File: config.mk
export PLATFORM = sky130hd
export DESIGN_NAME = bcd_seg_scan
export DESIGN_NICKNAME = d
export VERILOG_FILES = /design/src/rtl/bcd_seg_pkg.sv /design/src/rtl/bcd_to_seg7.sv /design/src/rtl/bcd_seg_scan.sv
export SDC_FILE = /design/constraint.sdc
export NUM_CORES = 1
export LEC_CHECK = 0
export ABC_AREA = 0
export BUFFER_PORTS_ARGS = -buffer_cell sky130_fd_sc_hd__buf_2
export CAP_MARGIN = 20
export CORE_MARGIN = 1
export CORE_UTILIZATION = 45
export DETAILED_ROUTE_END_ITERATION = 8
export PLACE_DENSITY = 0.67
export SLEW_MARGIN = 10
export SYNTH_ARGS = -nofsm -noshare
export SYNTH_HDL_FRONTEND = slang
export SYNTH_SLANG_ARGS = --single-unit
export TNS_END_PERCENT = 20
File: constraint.sdc
create_clock -name clk -period 5.4 [get_ports clk]
set_input_delay 0.54 -clock clk [delete_from_list [all_inputs] [get_ports clk]]
set_output_delay 0.54 -clock clk [all_outputs]
set_load 0.02 [all_outputs]
File: src/rtl/bcd_seg_pkg.sv
// Shared scan-state encoding and active-low 7-segment patterns (bit order g..a)
// for the bcd_seg_scan display stage.
package bcd_seg_pkg;

   typedef enum logic [1:0] {
      UNITS_ON = 2'd0,
      GAP0     = 2'd1,
      TENS_ON  = 2'd2,
      GAP1     = 2'd3
   } scan_state_t;

   localparam logic [6:0] SEG_0     = 7'h40;
   localparam logic [6:0] SEG_1     = 7'h79;
   localparam logic [6:0] SEG_2     = 7'h24;
   localparam logic [6:0] SEG_3     = 7'h30;
   localparam logic [6:0] SEG_4     = 7'h19;
   localparam logic [6:0] SEG_5     = 7'h12;
   localparam logic [6:0] SEG_6     = 7'h02;
   localparam logic [6:0] SEG_7     = 7'h78;
   localparam logic [6:0] SEG_8     = 7'h00;
   localparam logic [6:0] SEG_9     = 7'h10;
   localparam logic [6:0] SEG_DASH  = 7'h3F;
   localparam logic [6:0] SEG_BLANK = 7'h7F;

   localparam logic [1:0] AN_OFF   = 2'b11;
   localparam logic [1:0] AN_UNITS = 2'b10;
   localparam logic [1:0] AN_TENS  = 2'b01;

endpackage

File: src/rtl/bcd_to_seg7.sv
// Combinational BCD to active-low 7-segment decoder; codes 10..15 show a dash.
module bcd_to_seg7
   import bcd_seg_pkg::*;
(
   input  logic [3:0] bcd,
   output logic [6:0] seg
);

   always_comb begin
      seg = SEG_DASH;
      case (bcd)
         4'd0:    seg = SEG_0;
         4'd1:    seg = SEG_1;
         4'd2:    seg = SEG_2;
         4'd3:    seg = SEG_3;
         4'd4:    seg = SEG_4;
         4'd5:    seg = SEG_5;
         4'd6:    seg = SEG_6;
         4'd7:    seg = SEG_7;
         4'd8:    seg = SEG_8;
         4'd9:    seg = SEG_9;
         default: seg = SEG_DASH;
      endcase
   end

endmodule

File: src/rtl/bcd_seg_scan.sv
// Two-digit multiplexed common-anode display with a one-deep pending buffer
// committed at frame start. Optional macro: LEADING_ZERO_BLANK_EN.
module bcd_seg_scan
   import bcd_seg_pkg::*;
#(
   parameter int ON_CYCLES  = 50000,
   parameter int GAP_CYCLES = 1000
) (
   input  logic       clk,
   input  logic       rst_n,
   input  logic       in_valid,
   input  logic [3:0] in_tens,
   input  logic [3:0] in_units,
   input  logic       in_cout,
   output logic       in_ready,
   output logic [6:0] seg_n,
   output logic       dp_n,
   output logic [1:0] an_n,
   output logic       err
);

   localparam int MAX_LEN = (ON_CYCLES > GAP_CYCLES) ? ON_CYCLES : GAP_CYCLES;
   localparam int CW      = (MAX_LEN > 1) ? $clog2(MAX_LEN) : 1;
   localparam logic [CW-1:0] ON_LAST  = CW'(ON_CYCLES - 1);
   localparam logic [CW-1:0] GAP_LAST = CW'(GAP_CYCLES - 1);

   scan_state_t   state, state_next;
   logic [CW-1:0] cnt, cnt_next;
   logic          last;

   logic [3:0] pend_tens, pend_units;
   logic       pend_cout, full, full_next;
   logic [3:0] com_tens, com_units, com_tens_next, com_units_next;
   logic       com_cout, com_cout_next;
   logic       accept, commit, blank_tens;

   logic [3:0] dec_in;
   logic [6:0] dec_seg;
   logic [6:0] seg_d;
   logic [1:0] an_d;
   logic       dp_d, err_d;

   always_ff @(posedge clk or negedge rst_n) begin
      if (!rst_n) begin
         state <= GAP1;
         cnt   <= '0;
      end else begin
         state <= state_next;
         cnt   <= cnt_next;
      end
   end

   always_comb begin
      state_next = state;
      last       = (state == UNITS_ON || state == TENS_ON) ? (cnt == ON_LAST)
                                                           : (cnt == GAP_LAST);
      cnt_next   = last ? '0 : cnt + 1'b1;
      if (last) begin
         case (state)
            UNITS_ON: state_next = GAP0;
            GAP0:     state_next = TENS_ON;
            TENS_ON:  state_next = GAP1;
            default:  state_next = UNITS_ON;
         endcase
      end
   end

   // Pending is only swapped into the committed set at the frame boundary.
   always_comb begin
      accept         = in_valid && in_ready;
      commit         = full && (state == GAP1) && (state_next == UNITS_ON);
      full_next      = commit ? 1'b0 : (accept ? 1'b1 : full);
      com_tens_next  = commit ? pend_tens  : com_tens;
      com_units_next = commit ? pend_units : com_units;
      com_cout_next  = commit ? pend_cout  : com_cout;
   end

   always_ff @(posedge clk or negedge rst_n) begin
      if (!rst_n) begin
         pend_tens  <= '0;
         pend_units <= '0;
         pend_cout  <= 1'b0;
         full       <= 1'b0;
         com_tens   <= '0;
         com_units  <= '0;
         com_cout   <= 1'b0;
      end else begin
         if (accept) begin
            pend_tens  <= in_tens;
            pend_units <= in_units;
            pend_cout  <= in_cout;
         end
         full      <= full_next;
         com_tens  <= com_tens_next;
         com_units <= com_units_next;
         com_cout  <= com_cout_next;
      end
   end

`ifdef LEADING_ZERO_BLANK_EN
   assign blank_tens = (com_tens_next == 4'd0) && !com_cout_next;
`else
   assign blank_tens = 1'b0;
`endif

   assign dec_in = (state_next == TENS_ON) ? com_tens_next : com_units_next;

   bcd_to_seg7 u_dec (
      .bcd (dec_in),
      .seg (dec_seg)
   );

   // Outputs are decoded from the upcoming state so they switch with it.
   always_comb begin
      seg_d = SEG_BLANK;
      an_d  = AN_OFF;
      dp_d  = 1'b1;
      err_d = (com_tens_next > 4'd9) || (com_units_next > 4'd9);
      case (state_next)
         UNITS_ON: begin
            seg_d = dec_seg;
            an_d  = AN_UNITS;
         end
         TENS_ON: begin
            if (!blank_tens) begin
               seg_d = dec_seg;
               an_d  = AN_TENS;
               dp_d  = ~com_cout_next;
            end
         end
         default: begin
            seg_d = SEG_BLANK;
            an_d  = AN_OFF;
         end
      endcase
   end

   always_ff @(posedge clk or negedge rst_n) begin
      if (!rst_n) begin
         seg_n    <= SEG_BLANK;
         an_n     <= AN_OFF;
         dp_n     <= 1'b1;
         err      <= 1'b0;
         in_ready <= 1'b1;
      end else begin
         seg_n    <= seg_d;
         an_n     <= an_d;
         dp_n     <= dp_d;
         err      <= err_d;
         in_ready <= ~full_next;
      end
   end

endmodule

Word-level counts from Yosys, hierarchy flattened
Memories as Yosys holds them, arrays and structs flattened.
Index checks and enable logic that the tools add are counted.
- input port bits: 12
- output and inout port bits: 12
- bits in writable memories: 0
- memories kept: 1
- logic and storage cells: 47
- memory bits (read-only): 112
- bits in latches: 0
- register bits: 49
- memory list (memory ; words ; width ; rd ports ; clocked after memory_dff ; write ports ; RTL line ; text):
    (no name shown) ; 16 ; 7 ; 1 ; 0 ; 0 ; bcd_to_seg7.sv:11 ; case (bcd)
- muxes and demuxes: 13
- divide/modulo/power cells: 0
- reductions and logical operators: 8
- $lt $le $gt $ge: 2
- equality and inequality tests: 6
- add/subtract/negate cells: 1
- multiply operators: 0
- shift operators: 0
- bitwise operators: 2
- operator list (operator ; count):
    $add 16x1->16 const B ; 1
    $eq 16x10->1 const B ; 1
    $eq 16x16->1 const B ; 1
    $mux 16 ; 1
    $mux 4 ; 3
    $gt 4x4->1 const B ; 2
    $mux 7 ; 1
    $eq 2x2->1 const B ; 3
    $pmux 2 s3 ; 1
    $mux 1 ; 5
    $logic_not 2->1 ; 2
    $pmux 2 s2 ; 1
    $logic_and 1x1->1 ; 3
    $eq 2x1->1 const B ; 1
    $logic_or 1x1->1 ; 2
    $mux 2 ; 1
    $not 1->1 ; 2
    $reduce_or 2->1 ; 1

Longest topological paths before layout
An unclocked memory read counts as a cell.
- depth after elaboration: 10
- mapped depth: 14
- depth with buffers taken out: 13

Modules after synthesis
Synthesis repeated with hierarchy kept, for this count alone.
- cells, all modules: 214
- area, all modules: 2364.8 sq um
- modules (own cells, without submodules) (module ; area each (sq um) ; sequential area each (sq um) ; instances ; cells an instance):
    bcd_seg_scan ; 2140.8 ; 1242.4 ; 1 ; 183
    bcd_to_seg7 ; 224.0 ; 0.0 ; 1 ; 31

Worst setup path after synthesis
Ideal clock, no wire load.
- kind: register to register
- from: register state[0]
- to: register seg_n[4]
- path buffers: 1
- stages on the path, launching flop included: 15
- data required time: 5.315 ns
- setup time: 0.085 ns
- path slack: 2.248 ns
- clock period less this slack: 3.152 ns
- arrival time: 3.067 ns
- cells stage by stage: dfstp_2 inv_1 ha_1 or2_1 nor4_1 o21a_4 o41a_1 buf_6 mux2_4 mux2_4 inv_1 ha_1 inv_1 nor3_1 o31ai_1
- longest elaborated chain between the ends: 10
- elaborated cells on any way between the ends: 18
- those cells by class: eq/ne (4); mux (7); reduce/logical (6); memory (1)
- RTL lines (what ; RTL line ; text):
    from (decl) ; bcd_seg_scan.sv:27 ; scan_state_t state, state_next;
    from (signal assigned) ; bcd_seg_scan.sv:48 ; state <= state_next;
    $eq 2x2->1 or $logic_not 2->1 (tied branches) ; bcd_seg_scan.sv:55, bcd_seg_scan.sv:59 ;
    $logic_or 1x1->1 ; bcd_seg_scan.sv:55 ; last = (state == UNITS_ON || state == TENS_ON) ? (cnt == ON_LAST)
    $mux 1 ; bcd_seg_scan.sv:55 ;
    $mux 2 ; bcd_seg_scan.sv:58 ; if (last) begin
    $logic_not 2->1 ; bcd_seg_scan.sv:71 ; commit = full && (state == GAP1) && (state_next == UNITS_ON);
    $logic_and 1x1->1 * ; bcd_seg_scan.sv:71 ;
    $mux 4 * ; bcd_seg_scan.sv:74 ; com_units_next = commit ? pend_units : com_units;
    net com_units_next[0] ; bcd_seg_scan.sv:33 ; logic [3:0] com_tens, com_units, com_tens_next, com_units_next;
    $mux 4 * ; bcd_seg_scan.sv:106 ; assign dec_in = (state_next == TENS_ON) ? com_tens_next : com_units_next;
    $mem_v2 16x7 * ; - ;
    $mux 7 * ; - ;
    net seg_d[4] ; bcd_seg_scan.sv:39 ; logic [6:0] seg_d;
    to (signal assigned) ; bcd_seg_scan.sv:146 ; seg_n <= seg_d;
    to (decl) ; bcd_seg_scan.sv:16 ; output logic [6:0] seg_n,
Mark *: on every way through the listed nets, which the timed path passes. The rest lies on a longest branch.
A chain may end at the register's enable or synchronous reset.

Final worst setup path
- from: register state[0]
- to: register seg_n[3]
The elaborated chain is that of the path after synthesis.

==> results.yml <==
clock_network:
  maximum_buffer_depth_of_the_clock_tree: 2
  post_cts_resized: 0
  clk_transition_reported_paths_ns: 0.09
  cts_sinks: 49
  number_of_clock_buffers_inserted_by_tritoncts: 5
  number_of_h_tree_levels: 2
  clk-insertion-delay-late_ns: 0.30
  tritoncts_clock_tree: "built"
  post_cts_buffers: 0
  cts.hold.buffers_added: 0
  cts_root_buffer: "sky130_fd_sc_hd__clkbuf_8"
worst_setup_path:
  path_class: "flip-flop to flip-flop"
  timing.critical_path.cells: "inv_1, ha_1, or2_1, nor4_1, o21a_4, o41a_1, mux2_4, mux2_4, inv_1, ha_1, nand2_1, nor3_1, a21oi_1"
  slowest_delay_ns: 0.63
  cp_data_required_time_ns: 5.64
  critical_path.endpoint_type: "flip-flop"
  cpLargestDelayFamily: "compound AO/OA/AOI/OAI gates"
  start_kind: "flip-flop"
  crit_path_top_delay_cell: "sky130_fd_sc_hd__o41a_1"
  critical_path_buf_inv_count: 2
  critPathArrivalTime_ns: 4.16
  crit_path_max_fanout: 17
timing:
  timing_hold_violations_final: 0
  timing_worst_slew_pin_value_ns: 0.706
  setup_viol: 0
  layout_min_cycle_time_ns: 3.93
  rsz0062_at_grt: "no"
  finalWorstSetupSlack_ns: 1.47
  timing.setup.tns_ns: 0
  max-slew-margin-rel_pct: 53.0
  max_freq_mhz: 255
  drv_slew: 0
  fin_crit_sh_pct: 72.7
  clock_skew_ns: 0.00659
detailed_routing:
  final_antenna_net_count: 0
  top_signal_layer_used: "met4"
  post-route-drc-count: 0
  met2RoutedLength_um: 1680
  routed-via-count: 1465
  drt-initial-drc-count: 64
  iteration_count_of_the_initial_detailed_routing_pass: 4
  met1Wirelength_um: 1910
  post_drt_wl_per_cell_um: 12.9
  vias_per_cell: 5.03
  wl_um: 3760
  wl_met3_um: 111
synth:
  synthesis.nets: 220
  postSynthRegisterBits: 49
  synth_area_leaders: "sky130_fd_sc_hd__dfrtp_1 39%, sky130_fd_sc_hd__dfstp_2 15%, sky130_fd_sc_hd__mux2_2 8.7%"
  yosysWarningCount: 0
  synth_edf_count: 0
  yosysTopAreaCellShare_pct: 38.7
  avgSynthCellArea_um2: 11.7
  gate_count_post_synth: 198
  synthDistinctLibCells: 38
  netlist_area_before_placement_mm2: 0.00233
  seq_area_frac_synth_pct: 53.4
  synth.largest_area_cell: "sky130_fd_sc_hd__dfrtp_1"
  postSynth.asyncResetShare_pct: 100
  ys_flop_type: "sky130_fd_sc_hd__dfrtp_1"
floorplan:
  initial_utilization_pct: 48.0
  pin_count: 24
  die_w_um: 73.9
  core_region_area_mm2: 0.00485
  die_height_um: 73.9
  rows: 25
  die-area_mm2: 0.00546
grt:
  grt_util_all_layers_pct: 15.7
  global_route.overflow_total: 0
  grt_start_max_net_pins: 50
  grt_first_pass_wirelength_um: 6340
  grt_antenna_before_repair: 0
  number_of_global_route_vias_before_repair: 1370
layout:
  final_nets: 245
  fin_area_mm2: 0.00258
  fillerInstances: 422
  syn2layout_area_growth_pct: 11.1
  layout_commonest_cell: "sky130_fd_sc_hd__dfrtp_1"
  most-common-layout-cells: "36 x sky130_fd_sc_hd__dfrtp_1, 23 x sky130_fd_sc_hd__buf_2, 21 x sky130_fd_sc_hd__nor2_1"
  drive_gt1_share_pct: 31.3
  insertedDiodeCount: 0
  fin_util_pct: 53.3
power:
  net-switching-power_uw: 153
  comb_power_share_pct: 6.4
  internal-power_uw: 512
  share_clk_of_total_power_pct: 31.3
  sequentialPowerShare_pct: 62.3
  power.total_uw: 665
  power.ir.vdd_worst_uv: 181
  power.density_cell_area_mw_per_mm2: 257
  power.switching_fraction_pct: 23.0
  leakagePower_nw: 1.22
placement:
  placedInstanceArea_mm2: 0.00248
  dp_slack_ns: 1.48
  routabilityCongestion: 0.803
  port-buffer-count: 23
  detailedPlacementHpwl_um: 2530
worst_hold_path:
  min_path_type: "input pin to async pin"
job:
  cap_viol_max_count: 0
outcome:
  run_status: "finished, final reports clean"
[synth_stat cells (all sizes together), types with 2 or more instances]
library cell	count
dfrtp	36
nor2	21
mux2	20
dfstp	13
nand3	11
ha	10
nand2	10
xnor2	8
a21oi	7
and3	7
inv	7
o21ai	7
xor2	6
mux2i	5
nor3	5
buf	4
a21o	3
clkbuf	2
nor4	2
or2	2
[power groups by stage]
stage               combinational (mW)  clock (mW)  sequential [mW]
floorplan                       0.0274           0            0.415
global placement                0.0408           0            0.421
detailed placement              0.0425           0            0.422
CTS                             0.0426       0.218            0.415
global route                    0.0472       0.232            0.418
finish                          0.0427       0.208            0.414
[worst paths after layout]
check | start | endpoint | slack (ns) | depth (start not counted)
max | state[0]$_DFF_PN1_ | seg_n[3]$_DFF_PN1_ | 1.47 | 13
min | rst_n | cnt[12]$_DFF_PN0_ | 0.20 | 1
max reg2reg | state[0]$_DFF_PN1_ | seg_n[3]$_DFF_PN1_ | 1.47 | 13
min reg2reg | full$_DFF_PN0_ | in_ready$_DFF_PN1_ | 0.48 | 1
max in group asynchronous | rst_n | seg_n[5]$_DFF_PN1_ | 4.61 | 2
min in group clk | in_tens[0] | pend_tens[0]$_DFFE_PN0P_ | 0.46 | 2
[sequential cells by signal, indices dropped and copies added (netlist names)]
register / flops
state: 2
cnt: 16
in_ready: 1
pend_cout: 1
pend_units: 4
full: 1
err: 1
com_units: 4
dp_n: 1
com_cout: 1
com_tens: 4
pend_tens: 4
seg_n: 7
an_n: 2
[per-layer routing]
metal / vias to the layer above / global-route usage (%)
li1: 723 / -
met5: - / 0
met2: 20 / 22.8
met4: 0 / 5.13
met1: 716 / 22.2
met3: 6 / 4.94
[area by class of cell]
| type | instances | area [µm²] | share of cell area (%) |
|---|---|---|---|
| multi-input combinational | 136 | 1010 | 39.1 |
| timing repair buffer | 24 | 135 | 5.23 |
| clock buffer | 5 | 68.8 | 2.66 |
| tap | 67 | 83.8 | 3.24 |
| inverter | 7 | 26.3 | 1.02 |
| clock inverter | 3 | 17.5 | 0.678 |
| sequential | 49 | 1240 | 48.1 |
[metrics by stage]
step | cells | hold WS [ns]
2_1_floorplan | 198 | 0.244
3_3_place_gp | 282 | 0.480
3_5_place_dp | 282 | 0.471
4_1_cts | 290 | 0.454
5_1_grt | 291 | 0.229
6_report | 291 | 0.205
[cells by family after synthesis]
logic type | Yosys count | synth area share [%]
and+or+nand+nor | 65 | 14.3
xor gates and xnor gates | 14 | 5.27
AOI/OAI and AO/OA | 22 | 6.35
DFF | 49 | 53.4
muxes | 25 | 12.2
adders and majority gates | 10 | 5.38
buffers and inverters | 13 | 3.12
Power figures use the tool's default switching activity.
